===== config.mk =====
export PLATFORM = sky130hd
export DESIGN_NAME = mem_stage_ctrl
export DESIGN_NICKNAME = d
export VERILOG_FILES = /design/src/rtl/mem_stage_pkg.sv /design/src/rtl/mem_timeout_cnt.sv /design/src/rtl/mem_stage_ctrl.sv
export SDC_FILE = /design/constraint.sdc
export NUM_CORES = 1
export LEC_CHECK = 0
export CORE_ASPECT_RATIO = 1.5
export CORE_UTILIZATION = 36
export CTS_CLUSTER_DIAMETER = 120
export DETAILED_ROUTE_END_ITERATION = 8
export HOLD_SLACK_MARGIN = 0.05
export PLACE_DENSITY = 0.76
export SLEW_MARGIN = 25
export SYNTH_ARGS = -nofsm -noshare
export SYNTH_HDL_FRONTEND = slang
export SYNTH_HIERARCHICAL = 1
export SYNTH_SLANG_ARGS = --single-unit

===== constraint.sdc =====
create_clock -name clk_i -period 1.51 [get_ports clk_i]
set_input_delay 0.151 -clock clk_i [delete_from_list [all_inputs] [get_ports clk_i]]
set_output_delay 0.151 -clock clk_i [all_outputs]
set_load 0.02 [all_outputs]

===== src/rtl/mem_stage_pkg.sv =====
// Shared types and constants for the MEM pipeline stage controller.
package mem_stage_pkg;

  localparam int XLEN            = 32;
  localparam int REG_AW          = 5;
  localparam int DEFAULT_TIMEOUT = 16;

  typedef enum logic {
    IDLE   = 1'b0,
    ACCESS = 1'b1
  } state_t;

endpackage


===== src/rtl/mem_timeout_cnt.sv =====
// Counts stalled ACCESS cycles; expired flags the cycle that would reach LIMIT.
module mem_timeout_cnt #(
  parameter int LIMIT = 16
) (
  input  logic clk_i,
  input  logic rst_i,
  input  logic clear,
  input  logic enable,
  output logic expired
);

  localparam int CW = $clog2(LIMIT + 1);

  logic [CW-1:0] count_reg;

  always_ff @(posedge clk_i) begin
    if (rst_i || clear) begin
      count_reg <= '0;
    end else if (enable) begin
      count_reg <= count_reg + CW'(1);
    end
  end

  // Asserted during the LIMIT-th unacknowledged cycle so the abort lands on that edge.
  assign expired = enable && (count_reg == CW'(LIMIT - 1));

endmodule


===== src/rtl/mem_stage_ctrl.sv =====
// MEM stage controller: drives a handshaked data memory, stalls the pipeline
// during accesses, resolves branches and produces the MEM/WB register.
module mem_stage_ctrl
  import mem_stage_pkg::*;
#(
  parameter int TIMEOUT = DEFAULT_TIMEOUT
) (
  input  logic              clk_i,
  input  logic              rst_i,
  input  logic              RegWrite_i,
  input  logic              MemtoReg_i,
  input  logic              Branch_i,
  input  logic              MemRead_i,
  input  logic              MemWrite_i,
  input  logic [XLEN-1:0]   PCadd_sum_i,
  input  logic              ALU_zero_i,
  input  logic [XLEN-1:0]   ALU_result_i,
  input  logic [XLEN-1:0]   RTdata_i,
  input  logic [REG_AW-1:0] RDdata_i,
  output logic              dmem_req_o,
  output logic              dmem_we_o,
  output logic [XLEN-1:0]   dmem_addr_o,
  output logic [XLEN-1:0]   dmem_wdata_o,
  input  logic              dmem_ack_i,
  input  logic [XLEN-1:0]   dmem_rdata_i,
  output logic              stall_o,
  output logic              PCSrc_o,
  output logic [XLEN-1:0]   branch_target_o,
  output logic              RegWrite_o,
  output logic              MemtoReg_o,
  output logic [XLEN-1:0]   ReadData_o,
  output logic [XLEN-1:0]   ALU_result_o,
  output logic [REG_AW-1:0] RDdata_o,
  output logic              err_o
);

  state_t            state_reg, state_next;
  logic              we_reg;
  logic [XLEN-1:0]   addr_reg;
  logic [XLEN-1:0]   wdata_reg;
  logic              regwrite_reg;
  logic              memtoreg_reg;
  logic [REG_AW-1:0] rd_reg;

  logic memop, misaligned, expired;
  logic stall, start, complete, abort;

  assign memop      = MemRead_i | MemWrite_i;
  assign misaligned = memop && (ALU_result_i[1:0] != 2'b00);

  mem_timeout_cnt #(
    .LIMIT (TIMEOUT)
  ) u_timeout (
    .clk_i   (clk_i),
    .rst_i   (rst_i),
    .clear   (state_reg == IDLE),
    .enable  ((state_reg == ACCESS) && !dmem_ack_i),
    .expired (expired)
  );

  always_comb begin
    state_next = state_reg;
    stall      = 1'b0;
    start      = 1'b0;
    complete   = 1'b0;
    abort      = 1'b0;
    case (state_reg)
      IDLE: begin
        if (memop && !misaligned) begin
          stall      = 1'b1;
          start      = 1'b1;
          state_next = ACCESS;
        end
      end
      ACCESS: begin
        // An ack in the final allowed cycle still completes the access.
        if (dmem_ack_i) begin
          complete   = 1'b1;
          state_next = IDLE;
        end else if (expired) begin
          abort      = 1'b1;
          state_next = IDLE;
        end else begin
          stall = 1'b1;
        end
      end
    endcase
    if (rst_i) begin
      state_next = IDLE;
      stall      = 1'b0;
      start      = 1'b0;
      complete   = 1'b0;
      abort      = 1'b0;
    end
  end

  always_ff @(posedge clk_i) begin
    if (rst_i) begin
      state_reg    <= IDLE;
      we_reg       <= 1'b0;
      addr_reg     <= '0;
      wdata_reg    <= '0;
      regwrite_reg <= 1'b0;
      memtoreg_reg <= 1'b0;
      rd_reg       <= '0;
      RegWrite_o   <= 1'b0;
      MemtoReg_o   <= 1'b0;
      ReadData_o   <= '0;
      ALU_result_o <= '0;
      RDdata_o     <= '0;
      err_o        <= 1'b0;
    end else begin
      state_reg <= state_next;
      err_o     <= 1'b0;
      if (start) begin
        we_reg       <= MemWrite_i;
        addr_reg     <= ALU_result_i;
        wdata_reg    <= RTdata_i;
        regwrite_reg <= RegWrite_i;
        memtoreg_reg <= MemtoReg_i;
        rd_reg       <= RDdata_i;
      end
      if (complete) begin
        RegWrite_o   <= regwrite_reg;
        MemtoReg_o   <= memtoreg_reg;
        ReadData_o   <= we_reg ? '0 : dmem_rdata_i;
        ALU_result_o <= addr_reg;
        RDdata_o     <= rd_reg;
      end else if (stall || abort) begin
        // Bubble into MEM/WB; data fields are don't-care while RegWrite_o is low.
        RegWrite_o <= 1'b0;
        MemtoReg_o <= 1'b0;
        err_o      <= abort;
      end else if (state_reg == IDLE) begin
        RegWrite_o   <= RegWrite_i && !misaligned;
        MemtoReg_o   <= MemtoReg_i && !misaligned;
        ReadData_o   <= '0;
        ALU_result_o <= ALU_result_i;
        RDdata_o     <= RDdata_i;
        err_o        <= misaligned;
      end
    end
  end

  assign dmem_req_o      = (state_reg == ACCESS);
  assign dmem_we_o       = we_reg;
  assign dmem_addr_o     = addr_reg;
  assign dmem_wdata_o    = wdata_reg;
  assign stall_o         = stall;
  assign PCSrc_o         = Branch_i && ALU_zero_i && !stall && !rst_i;
  assign branch_target_o = PCadd_sum_i;

endmodule


After elaboration in Yosys (flattened, before gate mapping)
Index checks and enable logic that the tools add are counted.
{"block": "op_classes", "n_addsub": 1, "n_eq_ne": 4, "mux": 32, "bitwise_logic": 2, "reduce_logical": 18}
{"operator": "32-bit 2-to-1 mux", "count": 7}
{"operator": "1-bit 2-to-1 mux", "count": 21}
{"operator": "5-bit 2-to-1 mux", "count": 3}
{"operator": "1-bit logical AND", "count": 9}
{"operator": "5-bit by 1-bit adder with 5-bit output (second input constant)", "count": 1}
{"operator": "5-bit by 4-bit equality test with 1-bit output (second input constant)", "count": 1}
{"operator": "1-bit logical NOT", "count": 4}
{"operator": "3-bit by 1-bit != test with 1-bit output (second input constant)", "count": 1}
{"operator": "1-bit logical OR", "count": 2}
{"operator": "2-bit by 1-bit != test with 1-bit output (second input constant)", "count": 1}
{"operator": "2-bit != test (second input constant)", "count": 1}
{"operator": "1-bit one-hot mux with 2 select lines", "count": 1}
{"operator": "2-bit AND reduction", "count": 1}
{"operator": "2-bit nonzero test", "count": 1}
{"operator": "2-bit OR reduction", "count": 1}
{"operator": "1-bit NOT", "count": 1}
{"operator": "1-bit bitwise OR", "count": 1}
{"block": "totals", "ff_bits": 150, "in_bits": 142, "output_inout_bits": 172, "word_cells": 71}

Longest topological paths before layout
Gate-level depths: netlist of run 1.
{"block": "logic_depth", "ltp_word": 10, "mapped_depth": 9, "depth_no_buf": 6}

Cells and area by module
Netlist of run 1, hierarchy kept.
{"mod": "mem_stage_ctrl", "n_inst": 1, "cells_per_inst": 635, "area_each_um2": 5924.4, "seq_area_each_um2": 2902.8}
{"mod": "mem_timeout_cnt", "n_inst": 1, "cells_per_inst": 25, "area_each_um2": 272.8, "seq_area_each_um2": 100.1}

Worst setup path after synthesis of run 1
Ideal clock, no wire load.
{"block": "synth_path", "kind": "reg2reg", "start": "register state_reg (netlist: dmem_req_o)", "end": "register state_reg (netlist: dmem_req_o)", "setup_ns": 0.185, "arrival_ns": 2.047, "required_time_ns": 1.325, "path_slack_ns": -0.722, "stages_incl_launch_ff": 9, "n_path_buf": 4, "synth_period_minus_slack_ns": 2.232, "path_cell_list": "dfxtp_1 buf_2 nand2b_1 buf_2 clkbuf_1 inv_1 buf_6 and2_1 o31ai_1"}
{"block": "synth_between", "elab_chain_len": 6, "elab_cells_between_ends": 7, "cone_classes": "mux (4); bitwise (1); reduce/logical (2)"}
{"element": "start: declaration", "line_no": "mem_stage_ctrl.sv:37", "rtl": "state_t state_reg, state_next;"}
{"element": "start signal: assignment", "line_no": "mem_stage_ctrl.sv:113", "rtl": "state_reg <= state_next;"}
{"element": "1-bit logical AND", "line_no": "mem_stage_ctrl.sv:57", "rtl": ".enable ((state_reg == ACCESS) && !dmem_ack_i),"}
{"element": "1-bit logical AND", "line_no": "mem_timeout_cnt.sv:25", "rtl": "assign expired = enable && (count_reg == CW'(LIMIT - 1));"}
{"element": "named net expired", "line_no": "mem_stage_ctrl.sv:45", "rtl": "logic memop, misaligned, expired;"}
{"element": "1-bit 2-to-1 mux (2 in series)"}
{"element": "1-bit one-hot mux with 2 select lines"}
{"element": "1-bit 2-to-1 mux"}
{"element": "named net stall_o", "line_no": "mem_stage_ctrl.sv:26", "rtl": "output logic stall_o,"}
The timed path passes the listed nets, and every way through them passes these cells.
A chain may end at the register's enable or synchronous reset.

Worst setup path in the final report of run 1
{"block": "layout_path", "start": "register u_timeout.count_reg[0]", "end": "output port PCSrc_o"}
{"block": "layout_between", "elab_chain_len": 9}
{"element": "start: declaration", "line_no": "mem_timeout_cnt.sv:14", "rtl": "logic [CW-1:0] count_reg;"}
{"element": "start signal: assignment", "line_no": "mem_timeout_cnt.sv:20", "rtl": "count_reg <= count_reg + CW'(1);"}
{"element": "5-bit by 4-bit equality test with 1-bit output", "line_no": "mem_timeout_cnt.sv:25"}
{"element": "1-bit logical AND", "line_no": "mem_timeout_cnt.sv:25"}
{"element": "named net expired", "line_no": "mem_stage_ctrl.sv:45"}
{"element": "1-bit 2-to-1 mux", "line_no": "mem_stage_ctrl.sv:80", "rtl": "end else if (expired) begin"}
{"element": "1-bit 2-to-1 mux", "line_no": "mem_stage_ctrl.sv:77", "rtl": "if (dmem_ack_i) begin"}
{"element": "1-bit one-hot mux with 2 select lines", "line_no": "mem_stage_ctrl.sv:67", "rtl": "case (state_reg)"}
{"element": "1-bit 2-to-1 mux", "line_no": "mem_stage_ctrl.sv:88", "rtl": "if (rst_i) begin"}
{"element": "1-bit logical NOT", "line_no": "mem_stage_ctrl.sv:150", "rtl": "assign PCSrc_o = Branch_i && ALU_zero_i && !stall && !rst_i;"}
{"element": "1-bit logical AND (2 in series)", "line_no": "mem_stage_ctrl.sv:150"}
{"element": "end: declaration", "line_no": "mem_stage_ctrl.sv:27", "rtl": "output logic PCSrc_o,"}
The timed path passes the listed nets, and every way through them passes these cells.

==> results.py, run 1 <==
metrics = {
    "logic_synthesis": {
        "yosys-top-cells-area": "dfxtp_1 (48%), nand2_1 (8.5%), nand3b_1 (8.5%)",
        "yosys.area.top_type": "dfxtp_1",
        "syn_area_per_cell_um2": 9.39,
        "syn_area_um2": 6200,
        "synth_seq_cells": 150,
        "synth_ff_type": "dfxtp_1",
        "synth-warning-count": 6,
        "yosysTopAreaCellShare": 0.485,
        "ys_seq_area_frac": 0.485,
        "synthesis.nets": 804,
        "syn_inst": 660,
        "synth.distinct_cells": 37,
        "synth-async-reset-ratio": 0,
        "synth_edf_count": 0,
    },
    "sta": {
        "slew_viol_final": 0,
        "setup_viol": 70,
        "worst_slack_ps": -471,
        "max_freq_ghz": 0.505,
        "worst_pin_slew_ps": 892,
        "finalCriticalPeriod_ps": 1980,
        "rsz0062_at_grt": "true",
        "clock_skew_ps": 10.9,
        "hold_viol_final": 0,
        "fin_setup_tns_ps": -4830,
        "slew_headroom": 0.405,
        "fin_crit_sh": 1.31,
    },
    "clock_tree": {
        "cts_max_level": 4,
        "clkLatencyLatePin_ps": 420,
        "path_clk_slew_ps": 70,
        "cts-buffers-inserted": 17,
        "clockBufferDepth": 2,
        "cts_root_buf": "clkbuf_16",
        "cts_tree": "built",
        "cts_num_sinks": 150,
    },
    "power_and_ir_drop": {
        "intPower_uw": 7720,
        "netSwitchingFraction": 0.269,
        "leakage_uw": 0.00505,
        "pwr-share-clk": 0.429,
        "peakVddDrop_v": 0.000706,
        "p_sw_uw": 2840,
        "combPwrFrac": 0.166,
        "powerDensity_nw_per_um2": 991,
        "seq_power_share": 0.405,
    },
    "final_layout": {
        "fin_nets": 1064,
        "nFillCells": 1371,
        "layout-drive-gt1-share": 0.198,
        "syn2layout_area_growth_pct": 71.9,
        "postLayoutCoreUtil": 0.633,
        "n_antenna_cell": 0,
    },
    "min_path": {
        "hold_class": "primary input to register",
        "hold_depth": 5,
    },
    "detailed_routing": {
        "vias_per_cell": 5.07,
        "drc": 0,
        "wl_per_cell_um": 18.5,
        "ant_nets": 0,
        "vias": 5798,
        "routed_wl_mm": 21.1,
        "drtPass1Iterations": 4,
        "first_iter_violations": 213,
    },
    "critical_path": {
        "crit_type": "register to output pin",
        "critPathMaxFanout": 3,
        "cp_slowest_cell": "dfxtp_2",
        "cp_common_cell": "ha_4",
        "crit_path_max_incr_delay_ps": 350,
        "required_ps": 1360,
        "r2r_cells": 8,
        "cp.arrival_ps": 1830,
        "path_cells": "ha_4, and3_4, ha_4, and2_4, o211ai_1, nor3_2, buf_4",
        "start_kind": "register",
        "end_kind": "output pin",
    },
    "grt": {
        "grt_usage": 0.232,
        "grt_max_degree": 70,
        "grt-ovfl-total": 0,
        "grt_pass1_vias": 6020,
        "grt_pass1_wl_mm": 31.3,
        "antenna_found_initial": 0,
    },
    "run_status": {
        "outcome": "finished with violations",
        "violations": "setup timing",
    },
    "floorplan": {
        "die_x_um": 109,
        "core_um2": 16800,
        "fp.dieArea_um2": 17800,
        "start_util": 0.368,
        "io_pins": 314,
        "rows": 58,
        "die_h_um": 163,
    },
    "place": {
        "io_buffer_count": 249,
        "place.gp.congestion": 0.766,
        "dp.final_hpwl_mm": 12.7,
    },
    "flow_run": {
        "cap_violations": 0,
    },
}
[critical path: cells and delay by family (launching register included)]
| family | cells | cell delay, ps |
|---|---|---|
| simple gates | 3 | 540 |
| flops | 1 | 350 |
| compound gates | 1 | 100 |
| fa+ha+maj | 2 | 260 |
| buf+inv | 1 | 170 |
[final timing paths]
| path | start | endpoint | slack (ps) |
|---|---|---|---|
| worst min register to register | dmem_wdata_o[5]$_SDFFE_PP0P_ | dmem_wdata_o[5]$_SDFFE_PP0P_ | 470 |
| worst min-delay path | rst_i | dmem_req_o$_DFF_P_ | 230 |
| worst max-delay path | u_timeout/count_reg[0]$_SDFFE_PP0P_ | PCSrc_o | -470 |
| worst max register to register | dmem_req_o$_DFF_P_ | ALU_result_o[27]$_SDFFE_PP0P_ | -180 |
[metrics by stage]
stage	hold WS [ps]	total power, uW	instances	instance area (um^2)	setup slack (ps)
floorplan	250	5130	660	6240	-245
global placement	302	5860	1077	8960	-583
detailed placement	302	5880	1077	8960	-572
CTS	203	10600	1140	10500	-423
global route	211	11000	1143	10700	-530
finish	225	10600	1143	10700	-471
[cells in the final DEF (no fill, tap or decap), types with 3 or more instances in the layout]
cell type        count
a2111oi_4           29
inv_8                5
buf_12              12
buf_8                4
a22oi_1              7
nor3b_1              3
clkinv_4             3
buf_6               19
dlygate4sd2_1      135
a22o_1              32
nor2_1              64
nand3b_1            70
dfxtp_1            147
mux2i_4              4
clkdlybuf4s50_1    108
mux2i_2             10
bufinv_16            3
a21oi_1              6
inv_6                3
mux2i_1             17
clkbuf_16           21
buf_4               31
o2bb2ai_2            7
nand3_1              4
nand2_1            141
buf_16               7
[cell type report]
cell class                      count  area, um^2  share of cell area
Timing Repair Buffer              325        3380               0.317
Multi-Input combinational cell    423        3360               0.315
Sequential cell                   150        3010               0.282
Clock buffer                       17         425              0.0399
Tap cell                          210         263              0.0247
Clock inverter                     15         206              0.0194
Inverter                            3        16.3             0.00153
[metal layers]
layer,track usage,routed length (um),part of all wire,vias up
met2,0.424,11400,0.54,189
met3,0.0548,1060,0.050,75
met4,0.139,1050,0.050,0
met5,0,0,0,-
met1,0.233,7660,0.36,2762
li1,-,-,-,2772
[repair_timing]
item	CTS	global route
pin swaps	54	36
resized for setup	248	27
hold endpoints to repair	2	0
setup endpoints to repair	245	106
setup buffers	23	5
gates cloned	10	2
hold buffers	1	0
[power by group through the flow]
stage	combinational, uW	clock (uW)	sequential (uW)
5_1_grt	1850	4810	4300
2_1_floorplan	566	0	4560
6_report	1750	4530	4280
3_5_place_dp	1530	0	4360
4_1_cts	1710	4620	4270
3_3_place_gp	1510	0	4350
[cell families (layout without fill, tap and decap cells)]
group / after synthesis / after routing / synth area share
AO/OA/AOI/OAI: 88 / 88 / 0.139
flip-flops: 150 / 150 / 0.485
adder cells (fa/ha/maj): 2 / 2 / 0.00404
buffers and inverters: 87 / 360 / 0.0812
AND/OR/NAND/NOR: 300 / 300 / 0.238
multiplexers: 32 / 32 / 0.0525
XOR/XNOR: 1 / 1 / 0.00141
[synthesized netlist by cell type (13+ instances only)]
library cell / count
mux2i_1: 31
a2111oi_1: 13
nand2_1: 141
nor2_1: 67
clkbuf_1: 20
a22o_1: 32
buf_4: 36
a2111oi_2: 17
buf_2: 27
nand3b_1: 70
dfxtp_1: 150
No activity file was read; power rests on OpenSTA's default activity.
==> run 2, diff against run 1 <==
--- a/config.mk
+++ b/config.mk
@@ -5,12 +5,13 @@
 export SDC_FILE = /design/constraint.sdc
 export NUM_CORES = 1
 export LEC_CHECK = 0
+export ABC_AREA = 1
 export CORE_ASPECT_RATIO = 1.5
 export CORE_UTILIZATION = 36
 export CTS_CLUSTER_DIAMETER = 120
 export DETAILED_ROUTE_END_ITERATION = 8
 export HOLD_SLACK_MARGIN = 0.05
-export PLACE_DENSITY = 0.76
+export PLACE_DENSITY = 0.77
 export SLEW_MARGIN = 25
 export SYNTH_ARGS = -nofsm -noshare
 export SYNTH_HDL_FRONTEND = slang
==> run 2 against run 1 <==
  * The run still ends with setup timing left
  * Worst hold slack worse by 71 ps
  * Count of clock-buffer cells in the layout is 4 higher
  * Register-to-register slack better by 200 ps
  * Flip-flop and latch count stayed put
  * Global-route usage is 3.3 points lower
  * Synthesized cell count is 31% higher
  * Via count is 9.4% higher
  * Synthesized area is 0.81% lower
  * Core utilization is 4.0 points lower
  * Fmax is 7.7% higher
  * Routed wire length is 5.5% lower
  * Largest power group unchanged
==> results.py, run 2 <==
metrics = {
    "final_layout": {
        "layout_common_cells": "nand2_1 (262), dfxtp_1 (147), dlygate4sd2_1 (137), clkdlybuf4s50_1 (108), nor2_1 (83)",
        "layout_commonest_cell": "nand2_1",
        "syn2layout_area_growth_pct": 61.7,
        "fin_cells": 1346,
        "n_antenna_cell": 0,
        "layout-drive-gt1-share": 0.114,
        "fin_nets": 1267,
    },
    "clock_tree": {
        "cts-buffers-inserted": 17,
        "clockBufferDepth": 2,
        "clkLatencyLatePin_ps": 420,
        "path_clk_slew_ps": 60,
        "cts_num_sinks": 150,
        "cts_max_level": 4,
        "cts_tree": "built",
        "cts_hold_buf": 0,
        "cts_root_buf": "clkbuf_16",
    },
    "critical_path": {
        "path_cells": "ha_4, and3_4, ha_4, nand2_2, inv_2, o21ai_4, nor2_2, buf_6",
        "timing.rr.start": "dmem_req_o$_DFF_P_",
        "cp_num_buf_inv": 2,
        "cp_common_cell": "ha_4",
        "start_kind": "register",
        "required_ps": 1360,
        "startpoint": "u_timeout/count_reg[1]$_SDFFE_PP0P_",
        "r2r_cells": 10,
        "crit_type": "register to output pin",
        "crit_path_max_incr_delay_ps": 330,
        "path_depth": 8,
        "cp.arrival_ps": 1690,
        "cp_slowest_cell": "dfxtp_2",
        "r2r_end": "ALU_result_o[7]$_SDFFE_PP0P_",
        "critPathMaxFanout": 3,
        "path_delay_family": "flip-flops",
        "end_kind": "output pin",
        "rrSetupSlack_ps": 20,
    },
    "logic_synthesis": {
        "yosysTopAreaCellShare": 0.488,
        "yosys-top-cells-area": "dfxtp_1 (49%), nand2_1 (16%), nand3_1 (5.6%)",
        "muxShareOfSynthArea": 0,
        "yosys.area.top_type": "dfxtp_1",
        "synth_top_family_by_area": "simple AND/OR/NAND/NOR gates",
        "synth-async-reset-ratio": 0,
        "synthesis.nets": 1011,
        "ys_seq_area_frac": 0.488,
        "synth_ff_type": "dfxtp_1",
        "syn_inst": 867,
        "synth.distinct_cells": 20,
        "synth_common_cells": "nand2_1 (265), dfxtp_1 (150), nor2_1 (87), inv_1 (77), nand3_1 (69)",
        "yosys.area_share.simple": 0.280,
        "synth_most_common_cell": "nand2_1",
        "synth-compound-area-share": 0.0985,
        "syn_area_per_cell_um2": 7.09,
        "synth-warning-count": 6,
        "synth-xor-area-share": 0,
        "synth_edf_count": 0,
        "syn_area_um2": 6150,
        "synth-adder-area-share": 0.00407,
        "synth_seq_cells": 150,
    },
    "sta": {
        "slew_headroom": 0.711,
        "finalCriticalPeriod_ps": 1840,
        "worst_pin_slew_ps": 433,
        "worst_slack_ps": -329,
        "max_freq_ghz": 0.544,
        "clock_skew_ps": 7.91,
        "hold_viol_final": 0,
        "fin_crit_sh": 1.22,
        "rsz0062_at_grt": "true",
        "slew_viol_final": 0,
        "setup_viol": 2,
    },
    "grt": {
        "grt_usage": 0.199,
        "antenna_found_initial": 0,
        "grt_max_degree": 47,
        "grt_pass1_wl_mm": 27.3,
        "grt-ovfl-total": 0,
        "grt_pass1_vias": 5586,
    },
    "detailed_routing": {
        "routed_wl_mm": 20.0,
        "ant_nets": 0,
        "drc": 0,
        "vias_per_cell": 4.71,
        "vias": 6345,
        "first_iter_violations": 373,
        "wl_per_cell_um": 14.8,
        "drtPass1Iterations": 5,
    },
    "power_and_ir_drop": {
        "leakage_uw": 0.00480,
        "total_power_uw": 10500,
        "powerDensity_nw_per_um2": 1060,
        "peakVddDrop_v": 0.000882,
    },
    "floorplan": {
        "die_x_um": 109,
        "start_util": 0.367,
        "die_h_um": 162,
        "fp.dieArea_um2": 17600,
        "core_um2": 16800,
        "io_pins": 314,
        "rows": 58,
    },
    "min_path": {
        "hold_depth": 4,
        "hp-start": "rst_i",
        "min_to": "dmem_req_o$_DFF_P_",
        "hold_class": "primary input to register",
    },
    "place": {
        "io_buffer_count": 249,
        "dpl.cell_count": 1284,
        "dp.final_hpwl_mm": 12.5,
        "place.gp.congestion": 0.864,
    },
    "run_status": {
        "outcome": "finished with violations",
        "violations": "setup timing",
    },
    "flow_run": {
        "cap_violations": 0,
    },
}
==> run 2: cell types whose count changed after synthesis, sizes merged, moves of 22 or more <==
cell,previous run,this run
mux2i,31,0
nand2,141,267
a2111oi,30,0
a22o,32,0
inv,3,80
nand3,5,70
nand3b,71,0
a21oi,6,53
nor2,67,89
o21ai,1,68
==> run 2: tightest hold or removal path, delay by kind of cell <==
family | cells | cell delay (ps)
AND/OR/NAND/NOR | 2 | 150
buffers and inverters | 1 | 150
AO/OA/AOI/OAI | 1 | 80
==> run 2: per-layer routing <==
layer  GRT usage  vias to the layer above  wire length [um]
met5           0                        -                 0
met4       0.100                        0               699
met3      0.0522                       60               926
met2       0.351                      211             10300
met1       0.216                     2879              8000
li1            -                     3195                 -
==> run 2: cell type report <==
class	count	area [um^2]
clock buffers	21	440
clock inverters	11	198
fillers	1533	6830
inverters	80	302
multi-input cells	554	2490
flip-flops and latches	150	3010
well taps	210	263
repair buffers	320	3240
==> run 2: power breakdown <==
part / switching (uW) / internal [uW] / total, uW
logic: 846 / 775 / 1620
registers: 103 / 4150 / 4250
clock network: 1700 / 2950 / 4650
total: 2650 / 7880 / 10500
==> run 2: metrics by stage <==
| stage | setup slack (ps) | hold WS (ps) | cell area, um^2 | util | setup TNS [ps] |
|---|---|---|---|---|---|
| after detailed placement | -420 | 302 | 8860 | 0.528 | -38330 |
| after CTS | -343 | 124 | 9350 | 0.558 | -662 |
| after global routing | -409 | 149 | 9940 | 0.593 | -2190 |
| final | -329 | 154 | 9940 | 0.593 | -646 |
| after global placement | -420 | 302 | 8860 | 0.528 | -36760 |
| after floorplan | 25.4 | 261 | 6160 | - | 0 |
==> run 2: logic make-up (layout without fill, tap and decap cells) <==
logic type,count (synthesis),count (layout)
and+or+nand+nor,429,431
buffers and inverters,165,432
DFF,150,150
AOI/OAI and AO/OA,121,121
adders and majority gates,2,2
==> run 2: how the worst max path moves through the flow <==
stage,slack [ps],endpoint
6_report,-330,PCSrc_o
4_1_cts,-340,PCSrc_o
5_1_grt,-410,PCSrc_o
3_5_place_dp,-420,stall_o
2_1_floorplan,30,PCSrc_o
3_3_place_gp,-420,stall_o
==> run 2: repair_timing <==
item / CTS / global route
resized for setup: 160 / 25
cloned: 0 / 18
setup buffers: 0 / 12
setup endpoints to repair: 230 / 83
pin swaps: 4 / 10
hold endpoints to repair: 0 / 0
==> run 3, diff against run 2 <==
--- a/config.mk
+++ b/config.mk
@@ -7,11 +7,11 @@
 export LEC_CHECK = 0
 export ABC_AREA = 1
 export CORE_ASPECT_RATIO = 1.5
-export CORE_UTILIZATION = 36
+export CORE_UTILIZATION = 40
 export CTS_CLUSTER_DIAMETER = 120
 export DETAILED_ROUTE_END_ITERATION = 8
 export HOLD_SLACK_MARGIN = 0.05
-export PLACE_DENSITY = 0.77
+export PLACE_DENSITY = 0.81
 export SLEW_MARGIN = 25
 export SYNTH_ARGS = -nofsm -noshare
 export SYNTH_HDL_FRONTEND = slang
==> constraint.sdc (replaced) <==
create_clock -name clk_i -period 2 [get_ports clk_i]
set_input_delay 0.2 -clock clk_i [delete_from_list [all_inputs] [get_ports clk_i]]
set_output_delay 0.2 -clock clk_i [all_outputs]
set_load 0.02 [all_outputs]
==> run 3 against run 2 <==
  * The flow finishes with violations (DRC)
  * Routed wire length shrank 12%
  * Non-clock buffer count decreased by 44
  * Final cell count shrank 4.2%
  * Die area fell by 9.9%
  * Critical path type unchanged
  * Largest power group is now sequential cells
  * Highest routed layer unchanged
==> results.py, run 3 (synthesis gave the netlist of run 2 again) <==
metrics = {
    "detailed_routing": {
        "first_iter_violations": 208,
        "drtPass1Iterations": 9,
        "drc": 2,
        "ant_nets": 0,
        "routed_wl_mm": 17.6,
        "vias": 6052,
        "vias_per_cell": 4.70,
        "wl_per_cell_um": 13.7,
    },
    "power_and_ir_drop": {
        "leakage_uw": 0.00384,
        "combPwrFrac": 0.154,
        "powerDensity_nw_per_um2": 806,
        "pwr-share-clk": 0.417,
        "seq_power_share": 0.430,
        "peakVddDrop_v": 0.000628,
        "netSwitchingFraction": 0.265,
        "intPower_uw": 5500,
        "p_sw_uw": 1980,
    },
    "final_layout": {
        "n_antenna_cell": 0,
        "layout-drive-gt1-share": 0.0725,
        "postLayoutCoreUtil": 0.616,
        "nFillCells": 1301,
        "fin_area_um2": 9290,
        "fin_nets": 1221,
        "layout_common_cells": "nand2_1 (264), clkdlybuf4s50_1 (246), dfxtp_1 (148), nor2_1 (86), inv_1 (76)",
        "syn2layout_area_growth_pct": 51.1,
        "fin_cells": 1289,
        "layout_commonest_cell": "nand2_1",
    },
    "min_path": {
        "hp-start": "rst_i",
        "hold_class": "primary input to register",
    },
    "clock_tree": {
        "path_clk_slew_ps": 60,
        "clockBufferDepth": 2,
        "clkLatencyLatePin_ps": 420,
        "cts_max_level": 4,
        "cts_root_buf": "clkbuf_16",
        "cts_hold_buf": 0,
        "cts_tree": "built",
        "cts_num_sinks": 150,
        "cts_setup_buffers": 0,
        "cts-buffers-inserted": 17,
    },
    "floorplan": {
        "io_pins": 314,
        "fp.dieArea_um2": 15900,
        "start_util": 0.408,
        "die_h_um": 154,
        "rows": 55,
        "core_um2": 15100,
        "die_x_um": 103,
    },
    "grt": {
        "grt_usage": 0.225,
        "grt_max_degree": 61,
        "grt-ovfl-total": 0,
        "grt_pass1_wl_mm": 27.4,
        "grt_pass1_vias": 5586,
        "antenna_found_initial": 0,
    },
    "sta": {
        "worst_pin_slew_ps": 628,
        "rsz0062_at_grt": "false",
        "fin_crit_sh": 0.955,
        "slew_viol_final": 0,
        "slew_headroom": 0.582,
        "setup_viol": 0,
        "finalCriticalPeriod_ps": 1910,
        "clock_skew_ps": 9.82,
        "hold_viol_final": 0,
        "max_freq_ghz": 0.523,
    },
    "critical_path": {
        "required_ps": 1800,
        "crit_type": "register to output pin",
        "timing.rr.start": "dmem_req_o$_DFF_P_",
        "end_kind": "output pin",
        "startpoint": "u_timeout/count_reg[0]$_SDFFE_PP0P_",
        "critPathMaxFanout": 3,
        "cp.arrival_ps": 1710,
        "start_kind": "register",
    },
    "place": {
        "io_buffer_count": 249,
        "place_area_um2": 8670,
        "dp.final_hpwl_mm": 12.6,
        "place.gp.congestion": 0.819,
        "dpl.cell_count": 1257,
    },
    "run_status": {
        "violations": "DRC",
        "outcome": "finished with violations",
    },
    "flow_run": {
        "cap_violations": 0,
    },
}
-- run 3: changes by cell type in the layout (fill, tap and decap cells not counted), sizes merged --
cell and delta:
clkbuf -13, dlygate4sd2 -137, buf -32, bufinv -4, clkdlybuf4s50 +138, clkinvlp +1, clkdlybuf4s15 -1, inv +1
clkinv +3, nand3 -2
-- run 3: layout make-up --
type | instances | area, um^2 | area share
sequential | 150 | 3010 | 0.324
inverter | 80 | 302 | 0.0325
tap | 199 | 249 | 0.0268
multi-input combinational | 552 | 2420 | 0.261
clock inverter | 12 | 120 | 0.0129
timing repair buffer | 276 | 2730 | 0.294
clock buffer | 20 | 457 | 0.0492
-- run 3: timing repair --
item / 4_1_cts / 5_1_grt
pin swaps: 1 / 2
endpoints found under the setup margin: 2 / 2
gates resized for setup: 12 / 9
-- run 3: routing by layer --
| metal | global-route usage | share of wire | vias up |
|---|---|---|---|
| met5 | 0 | 0 | - |
| met3 | 0.0414 | 0.047 | 65 |
| met1 | 0.248 | 0.39 | 2710 |
| met2 | 0.388 | 0.51 | 191 |
| met4 | 0.139 | 0.051 | 0 |
| li1 | - | - | 3086 |
-- run 3: final timing paths --
kind / cells past startpoint / endpoint / slack [ps]
setup / recovery: 8 / PCSrc_o / 90
hold / removal: 3 / RegWrite_o$_SDFFE_PP0P_ / 150
setup reg to reg: 7 / ReadData_o[5]$_SDFFE_PP0P_ / 450
hold reg to reg: 2 / ReadData_o[25]$_SDFFE_PP0P_ / 460
-- run 3: metrics by stage --
stage	TNS (ps)	total power [uW]	hold slack [ps]	worst slack, ps
6_report	0	7480	153	89.0
2_1_floorplan	0	3900	310	7.79
3_5_place_dp	-237	4430	400	-152
4_1_cts	0	7550	138	12.9
3_3_place_gp	-219	4410	400	-142
5_1_grt	0	7800	145	20.6
-- run 3: critical path, stage by stage (launching register included) --
cell     delay [ps]
dfxtp_2         340
ha_4            150
and3_4          180
ha_4            150
nand2_2          60
inv_2            40
o21ai_4         160
nor2_1           60
buf_4           150
-- run 3: power by group through the flow --
| stage | logic, uW | registers [uW] | clock network (uW) |
|---|---|---|---|
| after global routing | 1250 | 3230 | 3330 |
| after floorplan | 453 | 3440 | 0 |
| after CTS | 1160 | 3210 | 3180 |
| after detailed placement | 1150 | 3280 | 0 |
| final | 1150 | 3210 | 3120 |
| after global placement | 1140 | 3270 | 0 |
==> variant: new RTL, flow settings as in run 3 <==
Make the reset (`rst_i`) asynchronous in one clocked block.
--- a/src/rtl/mem_stage_ctrl.sv
+++ b/src/rtl/mem_stage_ctrl.sv
@@ -96,3 +96,3 @@
 
-  always_ff @(posedge clk_i) begin
+  always_ff @(posedge clk_i or posedge rst_i) begin
     if (rst_i) begin
Behaviour: differs if rst_i is asserted again (counterexample within 4 cycles, from zero or initial values and one cycle with rst_i high); with rst_i held inactive, the same outputs for 4 cycles.
==> variant against run 3 <==
First-iteration DRC count down 19%. Sequential share of layout area up 6.9 points. Critical path depth up 2. Clock power about the same. Sequential cell count unchanged. Setup slack worse by 0.042 ns. Wire length down 9.2%. Largest power group unchanged. Total power up 22%. Critical path type unchanged. Design area up 2.4%. Synthesized area up 2.7%. Via count down 19%. Maximum frequency down 2.2%. Highest routed layer unchanged. Largest cell class unchanged.
==> variant: results (changes against run 3) <==
- Final net count: 978 (was 1,221)
- Via Count: 4,921 (was 6,052)
- GPL Wtd Cong: 0.754 (was 0.819)
- Commonest cells post-synth: 145 x dfrtp_1, 127 x nand2_1, 54 x nor2_1 (was 265 x nand2_1, 150 x dfxtp_1, 87 x nor2_1)
- Slew HR: 39.8% (was 58.2%)
- Largest net degree at the start of global routing: 76 (was 61)
- Met1 wire length: 6.00 mm (was 6.84 mm)
- Layout cells sized above 1: 14.1% (was 7.25%)
- Status: complete, no violations (was complete, but fails checks)
- 1st-iter DRT viols: 169 (was 208)
- GR Util met3: 5.14% (was 4.14%)
- Met3 Wirelength: 884 µm (was 829 µm)
- Fillers: 1,254 (was 1,301)
- Synthesized net count: 748 (was 1,011)
- Top delay family on crit path: simple AND/OR/NAND/NOR gates (was flip-flops)
- Area contributors post-synth: dfrtp_1 57%, mux2_2 8.2%, nand2_1 7.6% (was dfxtp_1 49%, nand2_1 16%, nand3_1 5.6%)
- Drt first pass iters: 4 (was 9)
- Setup Skew: 0.00784 ns (was 0.00982 ns)
- Distinct cells, synth: 24 (was 20)
- Area after DPL: 0.00890 mm² (was 0.00867 mm²)
- Maximum vdd ir drop: 0.588 mV (was 0.628 mV)
- Met1 usage: 21.4% (was 24.8%)
- Routed len/inst: 15.3 µm (was 13.7 µm)
- Lkg Pwr: 0.00423 µW (was 0.00384 µW)
- Met2 usage in global routing: 35.9% (was 38.8%)
- Vias in the first global route: 4,960 (was 5,586)
- First-pass GRT wire length: 25.4 mm (was 27.4 mm)
- Post-CTS sizing: 17 (was 12)
- Place WS: -0.0645 ns (was -0.152 ns)
- Sequential cell area fraction in the yosys report: 59.1% (was 48.8%)
- Worst Path Arrival: 1.75 ns (was 1.71 ns)
- Post-CTS setup buffers: 1 (was 0)
-- variant: cell count changes after synthesis, moves of 46 or more --
cell	run 3	this run
dfxtp_1	150	5
dfrtp_1	0	145
a21oi_1	53	5
nand2_1	265	127
nand3_1	69	5
mux2_2	0	46
-- variant: kinds of logic after synthesis --
group                    Yosys count  share of synthesized area [%]
AND/OR/NAND/NOR                  193                           12.0
flip-flops                       150                           59.1
buffers and inverters            111                           9.36
AO/OA/AOI/OAI                     81                           7.24
multiplexers                      67                           12.0
adder cells (fa/ha/maj)            2                          0.396
-- variant: power breakdown --
part           internal, µW  switching [µW]  leakage [µW]  total [µW]
sequential             3480             259       0.00182        3740
combinational          1200            1090       0.00214        2290
clock                  1850            1280      0.000270        3130
total                  6530            2630       0.00423        9160
-- variant: area by class of cell --
type                    instances  area (µm²)  area share (%)
clock buffers                  18         429            4.51
clock inverters                13         148            1.55
inverters                      49         191            2.01
multi-input cells             343        2030            21.4
flip-flops and latches        150        3730            39.2
well taps                     199         249            2.62
repair buffers                273        2730            28.7
-- variant: final timing paths --
| check | startpoint | end | slack (ns) | cells after the start |
|---|---|---|---|---|
| max | u_timeout/count_reg[1]$_SDFFE_PP0P_ | PCSrc_o | 0.05 | 10 |
| min | dmem_rdata_i[21] | ReadData_o[21]$_DFFE_PP0P_ | 0.34 | 3 |
| max reg2reg | u_timeout/count_reg[1]$_SDFFE_PP0P_ | RegWrite_o$_DFFE_PP0P_ | 0.16 | 14 |
| min reg2reg | ReadData_o[16]$_DFFE_PP0P_ | ReadData_o[16]$_DFFE_PP0P_ | 0.48 | 2 |
| max in group asynchronous | rst_i | RDdata_o[4]$_DFFE_PP0P_ | 0.77 | 3 |
| min in group asynchronous | rst_i | ReadData_o[18]$_DFFE_PP0P_ | 0.49 | 3 |
